<file path="src/rtl/src_pkg.sv">
// Shared types for the operand source sequencer and the operand mux.
package src_pkg;

    localparam int IO_TIMEOUT_DEF = 255;

    typedef enum logic [2:0] {
        SRC_B   = 3'b000,
        SRC_IMM = 3'b001,
        SRC_MEM = 3'b010,
        SRC_IO  = 3'b011,
        SRC_PC  = 3'b100,
        SRC_SP  = 3'b101
    } src_sel_e;

    typedef enum logic [2:0] {
        ST_IDLE     = 3'd0,
        ST_MEM_WAIT = 3'd1,
        ST_IO_WAIT  = 3'd2,
        ST_WB       = 3'd3,
        ST_ERR      = 3'd4
    } seq_state_e;

    // Unused kinds 110/111 fall back to the mux default (B register).
    function automatic src_sel_e remap_kind(input logic [2:0] k);
        return (k[2] & k[1]) ? SRC_B : src_sel_e'(k);
    endfunction

endpackage

</file>
<file path="src/rtl/src_sequencer_if.sv">
// Decode / data-provider side signals of the operand source sequencer.
interface src_sequencer_if;
    logic       start;
    logic [2:0] src_kind;
    logic       mem_ack;
    logic       io_ack;
    logic       mem_req;
    logic       io_req;
    logic [2:0] src_sel;
    logic       wb_en;
    logic       busy;
    logic       done;
    logic       timeout_err;

    modport master (
        output start, src_kind, mem_ack, io_ack,
        input  mem_req, io_req, src_sel, wb_en, busy, done, timeout_err
    );

    modport slave (
        input  start, src_kind, mem_ack, io_ack,
        output mem_req, io_req, src_sel, wb_en, busy, done, timeout_err
    );
endinterface

</file>
<file path="src/rtl/src_sequencer_io_wait_counter.sv">
// Counts I/O wait cycles; hit flags the last allowed cycle (never when IO_TIMEOUT=0).
module io_wait_counter
    import src_pkg::*;
#(
    parameter int IO_TIMEOUT = IO_TIMEOUT_DEF
) (
    input  logic clk,
    input  logic rst_n,
    input  logic clr,
    input  logic en,
    output logic hit
);
    localparam int CNT_W = (IO_TIMEOUT == 0) ? 1 : $clog2(IO_TIMEOUT + 1);
    localparam logic [CNT_W-1:0] LIMIT = CNT_W'((IO_TIMEOUT == 0) ? 0 : IO_TIMEOUT - 1);

    logic [CNT_W-1:0] cnt;

    always_ff @(posedge clk or negedge rst_n) begin
        if (!rst_n)   cnt <= '0;
        else if (clr) cnt <= '0;
        else if (en)  cnt <= cnt + CNT_W'(1);
    end

    // With the timeout disabled the counter may wrap; it is simply ignored.
    assign hit = (IO_TIMEOUT != 0) && (cnt == LIMIT);
endmodule

</file>
<file path="src/rtl/src_sequencer.sv">
// Per-instruction operand source controller: mux select, mem/io handshake, write-back strobe.
module src_sequencer
    import src_pkg::*;
#(
    parameter int IO_TIMEOUT = IO_TIMEOUT_DEF
) (
    input logic           clk,
    input logic           rst_n,
    src_sequencer_if.slave bus
);
    seq_state_e state;
    src_sel_e   sel_q, sel_acc;
    logic       mem_req_q, io_req_q, wb_q, busy_q, done_q, terr_q;
    logic       io_hit, cnt_clr, cnt_en;

    assign sel_acc = remap_kind(bus.src_kind);
    assign cnt_clr = (state != ST_IO_WAIT);
    assign cnt_en  = (state == ST_IO_WAIT) && !bus.io_ack;

    io_wait_counter #(.IO_TIMEOUT(IO_TIMEOUT)) u_cnt (
        .clk   (clk),
        .rst_n (rst_n),
        .clr   (cnt_clr),
        .en    (cnt_en),
        .hit   (io_hit)
    );

    always_ff @(posedge clk or negedge rst_n) begin
        if (!rst_n) begin
            state     <= ST_IDLE;
            sel_q     <= SRC_B;
            mem_req_q <= 1'b0;
            io_req_q  <= 1'b0;
            wb_q      <= 1'b0;
            busy_q    <= 1'b0;
            done_q    <= 1'b0;
            terr_q    <= 1'b0;
        end else begin
            wb_q   <= 1'b0;
            done_q <= 1'b0;
            terr_q <= 1'b0;
            case (state)
                ST_IDLE: if (bus.start) begin
                    sel_q  <= sel_acc;
                    busy_q <= 1'b1;
                    case (sel_acc)
                        SRC_MEM: begin mem_req_q <= 1'b1; state <= ST_MEM_WAIT; end
                        SRC_IO:  begin io_req_q  <= 1'b1; state <= ST_IO_WAIT;  end
                        default: begin wb_q <= 1'b1; done_q <= 1'b1; state <= ST_WB; end
                    endcase
                end
                ST_MEM_WAIT: if (bus.mem_ack) begin
                    mem_req_q <= 1'b0;
                    wb_q      <= 1'b1;
                    done_q    <= 1'b1;
                    state     <= ST_WB;
                end
                // Ack takes priority over a timeout landing in the same cycle.
                ST_IO_WAIT: if (bus.io_ack) begin
                    io_req_q <= 1'b0;
                    wb_q     <= 1'b1;
                    done_q   <= 1'b1;
                    state    <= ST_WB;
                end else if (io_hit) begin
                    io_req_q <= 1'b0;
                    done_q   <= 1'b1;
                    terr_q   <= 1'b1;
                    state    <= ST_ERR;
                end
                ST_WB, ST_ERR: begin
                    busy_q <= 1'b0;
                    state  <= ST_IDLE;
                end
                default: state <= ST_IDLE;
            endcase
        end
    end

    assign bus.mem_req     = mem_req_q;
    assign bus.io_req      = io_req_q;
    assign bus.src_sel     = sel_q;
    assign bus.wb_en       = wb_q;
    assign bus.busy        = busy_q;
    assign bus.done        = done_q;
    assign bus.timeout_err = terr_q;
endmodule
</file>
<file path="src/flat_wrapper.sv">
// flat-port wrapper written by rule: the top's interface ports become plain ports
module src_sequencer_flat import src_pkg::*;
#(
    parameter int IO_TIMEOUT = IO_TIMEOUT_DEF
)
  (clk, rst_n, bus_start, bus_src_kind, bus_mem_ack, bus_io_ack, bus_mem_req, bus_io_req, bus_src_sel, bus_wb_en, bus_busy, bus_done, bus_timeout_err);
  src_sequencer_if bus_i ();
  input logic clk;
  input logic rst_n;
  input wire logic [$bits(bus_i.start)-1:0] bus_start;
  input wire logic [$bits(bus_i.src_kind)-1:0] bus_src_kind;
  input wire logic [$bits(bus_i.mem_ack)-1:0] bus_mem_ack;
  input wire logic [$bits(bus_i.io_ack)-1:0] bus_io_ack;
  output wire logic [$bits(bus_i.mem_req)-1:0] bus_mem_req;
  output wire logic [$bits(bus_i.io_req)-1:0] bus_io_req;
  output wire logic [$bits(bus_i.src_sel)-1:0] bus_src_sel;
  output wire logic [$bits(bus_i.wb_en)-1:0] bus_wb_en;
  output wire logic [$bits(bus_i.busy)-1:0] bus_busy;
  output wire logic [$bits(bus_i.done)-1:0] bus_done;
  output wire logic [$bits(bus_i.timeout_err)-1:0] bus_timeout_err;
  assign bus_i.start = bus_start;
  assign bus_i.src_kind = bus_src_kind;
  assign bus_i.mem_ack = bus_mem_ack;
  assign bus_i.io_ack = bus_io_ack;
  assign bus_mem_req = bus_i.mem_req;
  assign bus_io_req = bus_i.io_req;
  assign bus_src_sel = bus_i.src_sel;
  assign bus_wb_en = bus_i.wb_en;
  assign bus_busy = bus_i.busy;
  assign bus_done = bus_i.done;
  assign bus_timeout_err = bus_i.timeout_err;
  src_sequencer #(.IO_TIMEOUT(IO_TIMEOUT)) u_core (.clk(clk), .rst_n(rst_n), .bus(bus_i));
endmodule
</file>
<file path="config.mk">
export PLATFORM = sky130hd
export DESIGN_NAME = src_sequencer_flat
export DESIGN_NICKNAME = d
export VERILOG_FILES = /design/src/rtl/src_pkg.sv /design/src/rtl/src_sequencer_if.sv /design/src/rtl/src_sequencer_io_wait_counter.sv /design/src/rtl/src_sequencer.sv /design/src/flat_wrapper.sv
export SDC_FILE = /design/constraint.sdc
export NUM_CORES = 1
export LEC_CHECK = 0
export BUFFER_PORTS_ARGS = -buffer_cell sky130_fd_sc_hd__clkbuf_2
export CORE_UTILIZATION = 40
export CTS_CLUSTER_DIAMETER = 40
export DETAILED_ROUTE_END_ITERATION = 10
export PLACE_DENSITY = 0.67
export SYNTH_ARGS = -nofsm -noshare
export SYNTH_HDL_FRONTEND = slang
export SYNTH_HIERARCHICAL = 1
export SYNTH_SLANG_ARGS = --single-unit
</file>
<file path="constraint.sdc">
create_clock -name clk -period 1.7 [get_ports clk]
set_input_delay 0.255 -clock clk [delete_from_list [all_inputs] [get_ports clk]]
set_output_delay 0.255 -clock clk [all_outputs]
set_load 0.03 [all_outputs]
</file>
After elaboration in Yosys (flattened, before gate mapping)
Cells that the tools add are included.
{"block": "word_totals", "reg_bits": 20, "input_bits": 8, "output_inout_bits": 9, "word_cells": 68}
{"block": "classes", "add_sub_neg": 1, "eq_ne": 13, "n_mux": 30, "bitwise": 1, "n_reduce_logical": 14}
{"cell": "1-bit 2-to-1 mux", "n": 16}
{"cell": "8-bit 2-to-1 mux", "n": 2}
{"cell": "3-bit 2-to-1 mux", "n": 5}
{"cell": "3-bit by 2-bit equality test with 1-bit output, second input constant", "n": 4}
{"cell": "3-bit one-hot mux with 3 select lines", "n": 1}
{"cell": "8-bit by 1-bit adder with 8-bit output, second input constant", "n": 1}
{"cell": "8-bit equality test, second input constant", "n": 1}
{"cell": "2-bit inequality test, second input constant", "n": 4}
{"cell": "4-bit AND reduction", "n": 2}
{"cell": "2-bit nonzero test", "n": 4}
{"cell": "3-bit by 2-bit inequality test with 1-bit output, second input constant", "n": 2}
{"cell": "1-bit one-hot mux with 2 select lines", "n": 3}
{"cell": "1-bit one-hot mux with 3 select lines", "n": 2}
{"cell": "2-bit one-hot mux with 2 select lines", "n": 1}
{"cell": "2-bit AND reduction", "n": 2}
{"cell": "2-bit OR reduction", "n": 2}
{"cell": "3-bit by 1-bit equality test with 1-bit output, second input constant", "n": 1}
{"cell": "3-bit equality test, second input constant", "n": 1}
{"cell": "3-bit zero test", "n": 1}
{"cell": "3-bit AND reduction", "n": 1}
{"cell": "1-bit AND", "n": 1}
{"cell": "1-bit logical AND", "n": 1}
{"cell": "1-bit zero test", "n": 1}

Longest topological paths before layout
Gate-level depths: netlist of the first run.
{"block": "logic_depth", "depth_word": 7, "ltp_mapped": 8, "depth_no_buf": 7}

Hierarchy
The synthesis of the first run kept the hierarchy.
{"mod": "src_sequencer", "n_inst": 1, "cells_per_inst": 58, "area_per_inst_um2": 599.3, "seq_area_each_um2": 300.3}
{"mod": "io_wait_counter", "n_inst": 1, "cells_per_inst": 41, "area_per_inst_um2": 410.4, "seq_area_each_um2": 200.2}

Worst setup path before layout of the first run
Ideal clock, no wire load.
{"block": "synth_path", "path_kind": "flip-flop to flip-flop", "startpoint": "register u_core.state[1]", "endpoint": "register u_core.u_cnt.cnt[5]", "setup_ps": 78, "arrival_ps": 1832, "required_ps": 1622, "setup_slack_ps": -210, "path_stages_with_launch": 9, "n_path_buf": 3, "synth_period_minus_slack_ps": 1910, "path_cell_list": "dfrtp_1 > buf_6 > or3b_2 > buf_2 > nor2_1 > buf_4 > nand4_4 > or3_1 > a21oi_1"}
{"block": "synth_via", "elab_cells_between_ends": 5, "classes_between": "2 x eq/ne; 1 x mux; 2 x reduce/logical"}
{"element": "from (decl)", "line_no": "src_sequencer.sv:11", "rtl": "seq_state_e state;"}
{"element": "from (signal assigned)", "line_no": "src_sequencer.sv:30", "rtl": "state <= ST_IDLE;"}
{"element": "from (signal assigned)", "line_no": "src_sequencer.sv:47", "rtl": "SRC_MEM: begin mem_req_q <= 1'b1; state <= ST_MEM_WAIT; end"}
{"element": "from (signal assigned)", "line_no": "src_sequencer.sv:48", "rtl": "SRC_IO: begin io_req_q <= 1'b1; state <= ST_IO_WAIT; end"}
{"element": "3-bit by 2-bit inequality test with 1-bit output (*)", "line_no": "src_sequencer.sv:17", "rtl": "assign cnt_clr = (state != ST_IO_WAIT);"}
{"element": "named net u_core.cnt_clr", "line_no": "src_sequencer.sv:14", "rtl": "logic io_hit, cnt_clr, cnt_en;"}
{"element": "8-bit 2-to-1 mux or 2-bit nonzero test (tied branches)"}
{"element": "to (signal assigned)", "line_no": "src_sequencer_io_wait_counter.sv:21", "rtl": "else if (en) cnt <= cnt + CNT_W'(1);"}
{"element": "to (decl)", "line_no": "src_sequencer_io_wait_counter.sv:16", "rtl": "logic [CNT_W-1:0] cnt;"}
The timed path passes the listed nets; every way through them passes the cells marked *.
A chain may end at the register's enable or synchronous reset.

Worst setup path after layout of the first run
{"block": "layout_path", "startpoint": "register u_core.state[2]", "endpoint": "register u_core.u_cnt.cnt[6]"}
{"block": "layout_via", "elab_chain_len": 3, "elab_cells_between_ends": 5, "classes_between": "2 x eq/ne; 1 x mux; 2 x reduce/logical"}
{"element": "3-bit by 2-bit equality test with 1-bit output", "line_no": "src_sequencer.sv:18", "rtl": "assign cnt_en = (state == ST_IO_WAIT) && !bus.io_ack;"}
{"element": "1-bit logical AND", "line_no": "src_sequencer.sv:18"}
{"element": "named net u_core.cnt_en", "line_no": "src_sequencer.sv:14"}
{"element": "2-bit nonzero test (no source line)"}
The timed path passes the listed nets, and every way through them passes these cells.

==> flow_summary_export.csv, run 1 <==
group,metric,value,unit
finish,layout-drive-gt1-share,31.5,%
route,wl_per_cell,12.9,um
critical_path,worstPathMaxFanout,4,
clocking,htreeDepth,1,
logic_synthesis,synth_cell_types,36,
timing,min_period,1.61,ns
global_route,track_usage,17.8,%
logic_synthesis,synth_compound_area_share,14.4,%
finish,final_cell_area,1240,um2
timing,holdWs,0.173,ns
logic_synthesis,synth-edff-count,0,
logic_synthesis,synth_nets,109,
route,drt-vias-per-instance,5.24,
critical_path,r2r_slack,0.09,ns
timing,layout_setup_ws,0.0853,ns
finish,layout_commonest_cell,"dfrtp_1",
power,ir_worst_vdd,0.790,mV
route,drt-pass1-iter-count,4,
critical_path,critical_path_arrival,1.84,ns
clocking,cts_sinks,20,
logic_synthesis,synthTopCellsByArea,"dfrtp_1 (50%), nor2_1 (3.7%), nand2_1 (3.3%), o21ai_0 (3.0%), inv_1 (2.6%)",
hold_path,hold_class,"in2reg",
place,dpl_worst_slack,0.0508,ns
logic_synthesis,yosysSeqAreaShare,49.6,%
critical_path,worst_setup_path_end_kind,"flop",
global_route,grt_pass1_vias,752,
logic_synthesis,synth_xor_area_share,3.47,%
critical_path,cp-start-kind,"flop",
critical_path,slowest_delay,0.42,ns
clocking,clk_path_buf_depth,2,
route,ant_nets,0,
logic_synthesis,ys_ff_latch,20,
outcome,status,"finished clean",
clocking,cts_root_buf,"clkbuf_4",
logic_synthesis,synth.top_cell.area_share,49.6,%
die,die_w,52.2,um
die,num_rows,17,
place,dpl_cell_area,1160,um2
finish,diodes,0,
timing,slew_viol_final,0,
logic_synthesis,yosysWarnings,6,
die,dieArea,2730,um2
finish,fin_nets,135,
die,die_y,52.2,um
critical_path,cp_top_family,"simple AND/OR/NAND/NOR gates",
power,powerDensity,1350,nW/um2
power,power,1.67,mW
critical_path,crit_chain,"or3b_4 -> nor2_4 -> nand3_1 -> or3_1 -> a21oi_1",
timing,finalHoldViolations,0,
timing,relSlewSlack,67.9,%
critical_path,critPathKind,"reg2reg",
global_route,antenna_found_initial,0,
clocking,clk_latency,0.30,ns
logic_synthesis,synthArstFlopShare,100,%
critical_path,cp.required,1.93,ns
route,totalWireLength,1960,um
clocking,clk_pin_slew_worst_paths,0.11,ns
finish,mostFrequentLayoutCells,"dfrtp_1 (20), clkbuf_2 (16), nand2_1 (9), buf_4 (9), nor2_1 (8)",
logic_synthesis,synthCells,99,
timing,setup-violations-final,0,
logic_synthesis,synth_adder_area_share,2.48,%
timing,fmax,619,MHz
critical_path,crit_buf_inv,0,
route,drc_errors,0,
timing,fin_setup_tns,0,ns
timing,period_share,95.0,%
logic_synthesis,synth_top_family_by_area,"simple AND/OR/NAND/NOR gates",
die,start_util,44.0,%
die,ios,17,
logic_synthesis,synth_area_leader_cell,"dfrtp_1",
route,vias,797,
power,p_leak,0.579,nW
logic_synthesis,synthFlopType,"dfrtp_1",
run,drv_cap,0,
route,drtIter0Drc,9,
timing,fin_worst_skew,0.00863,ns
global_route,grt_overflow_total,0,
logic_synthesis,synth-simple-area-share,22.2,%
critical_path,slowest_stage,"or3b_4",
finish,syn_to_final_growth,22.7,%
place,gp_congestion,0.770,
logic_synthesis,synth_area_per_cell,10.2,um2
global_route,grt_pass1_wl,3420,um
clocking,cts_made_buffers,3,
logic_synthesis,syn_area,1010,um2
clocking,cts_tree,"yes",
logic_synthesis,muxShareOfSynthArea,1.49,%
place,dp_hpwl,1490,um
place,numPortBuffers,16,
global_route,grt_max_degree,21,
die,core_area,2300,um2
timing,worst_slew_pin_slew,0.481,ns
==> state kept, by name (all words and copies together) (netlist names) <==
name                    cells
u_core/bus.io_req           1
u_core/bus.mem_req          1
u_core/bus.busy             1
u_core/bus.done             1
u_core/bus.wb_en            1
u_core/bus.timeout_err      1
u_core/u_cnt/cnt            8
u_core/bus.src_sel          3
u_core/state                3
==> through the flow <==
stage / std cells / util, %
final: 152 / 53.9
after global routing: 152 / 53.9
after CTS: 151 / 53.1
after detailed placement: 146 / 50.3
after global placement: 146 / 50.3
after floorplan: 99 / -
==> worst paths after layout <==
kind,to,cells past startpoint,start
setup / recovery,u_core/u_cnt/cnt[6]$_DFFE_PN0P_,5,u_core/state[2]$_DFFE_PN0P_
hold / removal,u_core/bus.mem_req$_DFFE_PN0P_,2,bus_src_kind[0]
setup reg to reg,u_core/u_cnt/cnt[6]$_DFFE_PN0P_,5,u_core/state[2]$_DFFE_PN0P_
hold reg to reg,u_core/bus.mem_req$_DFFE_PN0P_,2,u_core/bus.mem_req$_DFFE_PN0P_
max in group asynchronous,u_core/bus.busy$_DFFE_PN0P_,2,rst_n
min in group asynchronous,u_core/bus.timeout_err$_DFF_PN0_,2,rst_n
==> report_power, final <==
| group | internal [mW] | switching [mW] | total [mW] | leakage, nW |
|---|---|---|---|---|
| Clock | 0.238 | 0.141 | 0.379 | 0.0279 |
| Combinational | 0.261 | 0.402 | 0.662 | 0.285 |
| Sequential | 0.576 | 0.0527 | 0.629 | 0.266 |
==> what timing repair did <==
action,CTS,global route
buffers inserted,0,1
resized for setup,0,4
hold buffers,1,0
setup endpoints to repair,0,4
hold endpoints to repair,20,0
==> synth_stat cells (2+ instances only) <==
master	number
a21oi_1	5
nand2_1	9
inv_1	7
nand3b_1	2
or3_1	3
o221ai_1	2
xor2_1	3
dfrtp_1	20
nand3_1	3
nor3_1	2
buf_6	2
ha_1	2
nand4_1	2
nor2_1	10
o21ai_0	6
==> layout make-up <==
type / instances / area, um2
multi-input combinational: 67 / 467
clock inverter: 1 / 30.0
timing repair buffer: 26 / 158
sequential: 20 / 500
inverter: 7 / 26.3
tap: 28 / 35.0
clock buffer: 3 / 22.5
fill: 211 / 1060
==> routing by layer <==
metal | up-vias | part of all wire (%) | routed length, um | GRT usage [%]
met5 | - | 0 | 0 | 0
met4 | 0 | 0.82 | 16 | 4.39
met3 | 2 | 4.6 | 91 | 6.09
met2 | 20 | 50 | 971 | 29.7
met1 | 375 | 45 | 880 | 21.9
li1 | 400 | - | - | -
==> cell families (layout without fill, tap and decap cells) <==
kind of cell               Yosys count  after routing
and+or+nand+nor                     39             39
xor gates and xnor gates             4              4
adders and majority gates            2              2
muxes                                1              1
AOI/OAI and AO/OA                   21             21
buffers and inverters               12             37
DFF                                 20             20
Power figures use the tool's default switching activity.
==> run 2, diff against run 1 <==
--- a/config.mk
+++ b/config.mk
@@ -9,7 +9,9 @@
 export CORE_UTILIZATION = 40
 export CTS_CLUSTER_DIAMETER = 40
 export DETAILED_ROUTE_END_ITERATION = 10
+export GPL_TIMING_DRIVEN = 0
 export PLACE_DENSITY = 0.67
+export SETUP_SLACK_MARGIN = 0.3
 export SYNTH_ARGS = -nofsm -noshare
 export SYNTH_HDL_FRONTEND = slang
 export SYNTH_HIERARCHICAL = 1
==> flow_summary_export.csv, run 2 (same netlist as run 1, synthesis figures left out) <==
group,metric,value,unit
die,core_area,2300,um2
finish,syn_to_final_growth,52.2,%
power,p_leak,0.719,nW
die,dieArea,2730,um2
timing,rsz0062_at_grt,"true",
global_route,gr-usage-met1,24.9,%
timing,finalHoldViolations,0,
timing,fmax,529,MHz
outcome,violations,"negative setup slack",
global_route,grt_max_degree,21,
critical_path,cp_top_family,"simple AND/OR/NAND/NOR gates",
critical_path,critical_path_arrival,2.13,ns
critical_path,crit_buf_inv,3,
critical_path,slowest_stage,"dfrtp_1",
finish,diodes,0,
die,die_y,52.2,um
finish,largest_reg_flops,8,
global_route,grt_overflow_total,0,
critical_path,cp-start-kind,"flop",
clocking,clk_latency,0.31,ns
finish,layout_commonest_cell,"dfrtp_1",
finish,fin_nets,153,
die,num_rows,17,
place,dp_hpwl,1420,um
critical_path,critPathKind,"reg2reg",
place,numPortBuffers,16,
timing,slew_viol_final,0,
route,wl_per_cell,15.5,um
timing,layout_setup_ws,-0.190,ns
critical_path,worstPathMaxFanout,5,
timing,setup-violations-final,14,
clocking,clk_path_buf_depth,2,
finish,largest_register,"u_core/u_cnt/cnt",
critical_path,worst_setup_path_end_kind,"flop",
route,totalWireLength,2630,um
clocking,cts_sinks,20,
outcome,status,"finished, violations left",
global_route,grt_busiest_layer,"met2",
timing,period_share,111,%
clocking,htreeDepth,1,
timing,min_period,1.89,ns
clocking,cts_tree,"yes",
die,start_util,44.0,%
route,drtIter0Drc,15,
critical_path,crit_top_cell,"buf_6",
critical_path,crit_chain,"buf_6 -> or3b_4 -> buf_6 -> nor2_4 -> buf_6 -> nand4_4 -> or3_1 -> a21oi_1",
die,die_w,52.2,um
critical_path,slowest_delay,0.37,ns
timing,relSlewSlack,66.7,%
global_route,antenna_found_initial,0,
global_route,grt_pass1_vias,844,
finish,mostFrequentLayoutCells,"dfrtp_1 (20), clkbuf_2 (16), buf_4 (13)",
power,powerDensity,1400,nW/um2
clocking,cts_made_buffers,3,
clocking,cts_root_buf,"clkbuf_4",
run,drv_cap,0,
route,vias,915,
critical_path,cp.required,1.94,ns
finish,fin_util,66.9,%
route,drt-vias-per-instance,5.38,
global_route,grt_use_met2,30.8,%
global_route,track_usage,19.2,%
global_route,grtUsageMet3,4.06,%
timing,worst_slew_pin_slew,0.500,ns
route,drt-pass1-iter-count,4,
route,drc_errors,0,
finish,layout-drive-gt1-share,53.5,%
die,ios,17,
global_route,grt_pass1_wl,3790,um
place,dpl_worst_slack,-0.175,ns
timing,fin_worst_skew,0.0141,ns
route,ant_nets,0,
hold_path,hold_class,"in2reg",
place,gp_congestion,0.816,
clocking,clk_pin_slew_worst_paths,0.12,ns
power,ir_worst_vdd,0.806,mV
==> run 2: worst paths after layout <==
path / startpoint / end / slack [ns] / depth (start not counted)
worst min-delay path: bus_src_kind[0] / u_core/bus.mem_req$_DFFE_PN0P_ / 0.18 / 2
worst min register to register: u_core/bus.src_sel[0]$_DFFE_PN0P_ / u_core/bus.src_sel[0]$_DFFE_PN0P_ / 0.52 / 2
max in group asynchronous: rst_n / u_core/u_cnt/cnt[7]$_DFFE_PN0P_ / 0.93 / 2
min in group asynchronous: rst_n / u_core/u_cnt/cnt[3]$_DFFE_PN0P_ / 0.42 / 2
worst max register to register: u_core/state[1]$_DFFE_PN0P_ / u_core/u_cnt/cnt[7]$_DFFE_PN0P_ / -0.19 / 8
worst max-delay path: u_core/state[1]$_DFFE_PN0P_ / u_core/u_cnt/cnt[7]$_DFFE_PN0P_ / -0.19 / 8
==> run 2: through the flow <==
| stage | power (mW) | cells | TNS [ns] | hold WS [ns] | cell area (um2) |
|---|---|---|---|---|---|
| 6_report | 2.16 | 170 | -1.14 | 0.183 | 1540 |
| 5_1_grt | 2.27 | 170 | -1.81 | 0.175 | 1540 |
| 4_1_cts | 1.99 | 166 | -0.534 | 0.172 | 1430 |
| 3_5_place_dp | 1.30 | 143 | -0.475 | 0.243 | 1150 |
| 3_3_place_gp | 1.28 | 143 | -0.410 | 0.246 | 1150 |
| 2_1_floorplan | 1.13 | 99 | -0.158 | -0.0406 | 1040 |
==> run 2: repair_timing <==
item | in CTS | in global routing
hold endpoints to repair | 20 | 0
gates resized for setup | 19 | 18
gates cloned | 1 | 0
endpoints found under the setup margin | 16 | 20
setup buffers | 17 | 4
hold buffers | 1 | 0
pin swaps | 11 | 10
==> run 2: final cells by class <==
type | count | area (um2)
Clock buffer | 3 | 22.5
Buffer | 5 | 52.6
Sequential cell | 20 | 500
Tap cell | 28 | 35.0
Clock inverter | 1 | 30.0
Inverter | 7 | 26.3
Fill cell | 153 | 761
Multi-Input combinational cell | 67 | 572
Timing Repair Buffer | 39 | 298
==> run 2: routing by layer <==
metal | part of all wire [%] | up-vias
li1 | - | 435
met1 | 45 | 452
met2 | 50 | 23
met3 | 3.7 | 5
met4 | 1.5 | 0
met5 | 0 | -
==> run 2: power breakdown <==
group          total (mW)  leakage (nW)  internal (mW)  switching [mW]
Combinational        1.13         0.425          0.560           0.573
Clock               0.395        0.0279          0.239           0.156
Sequential          0.630         0.266          0.575          0.0547
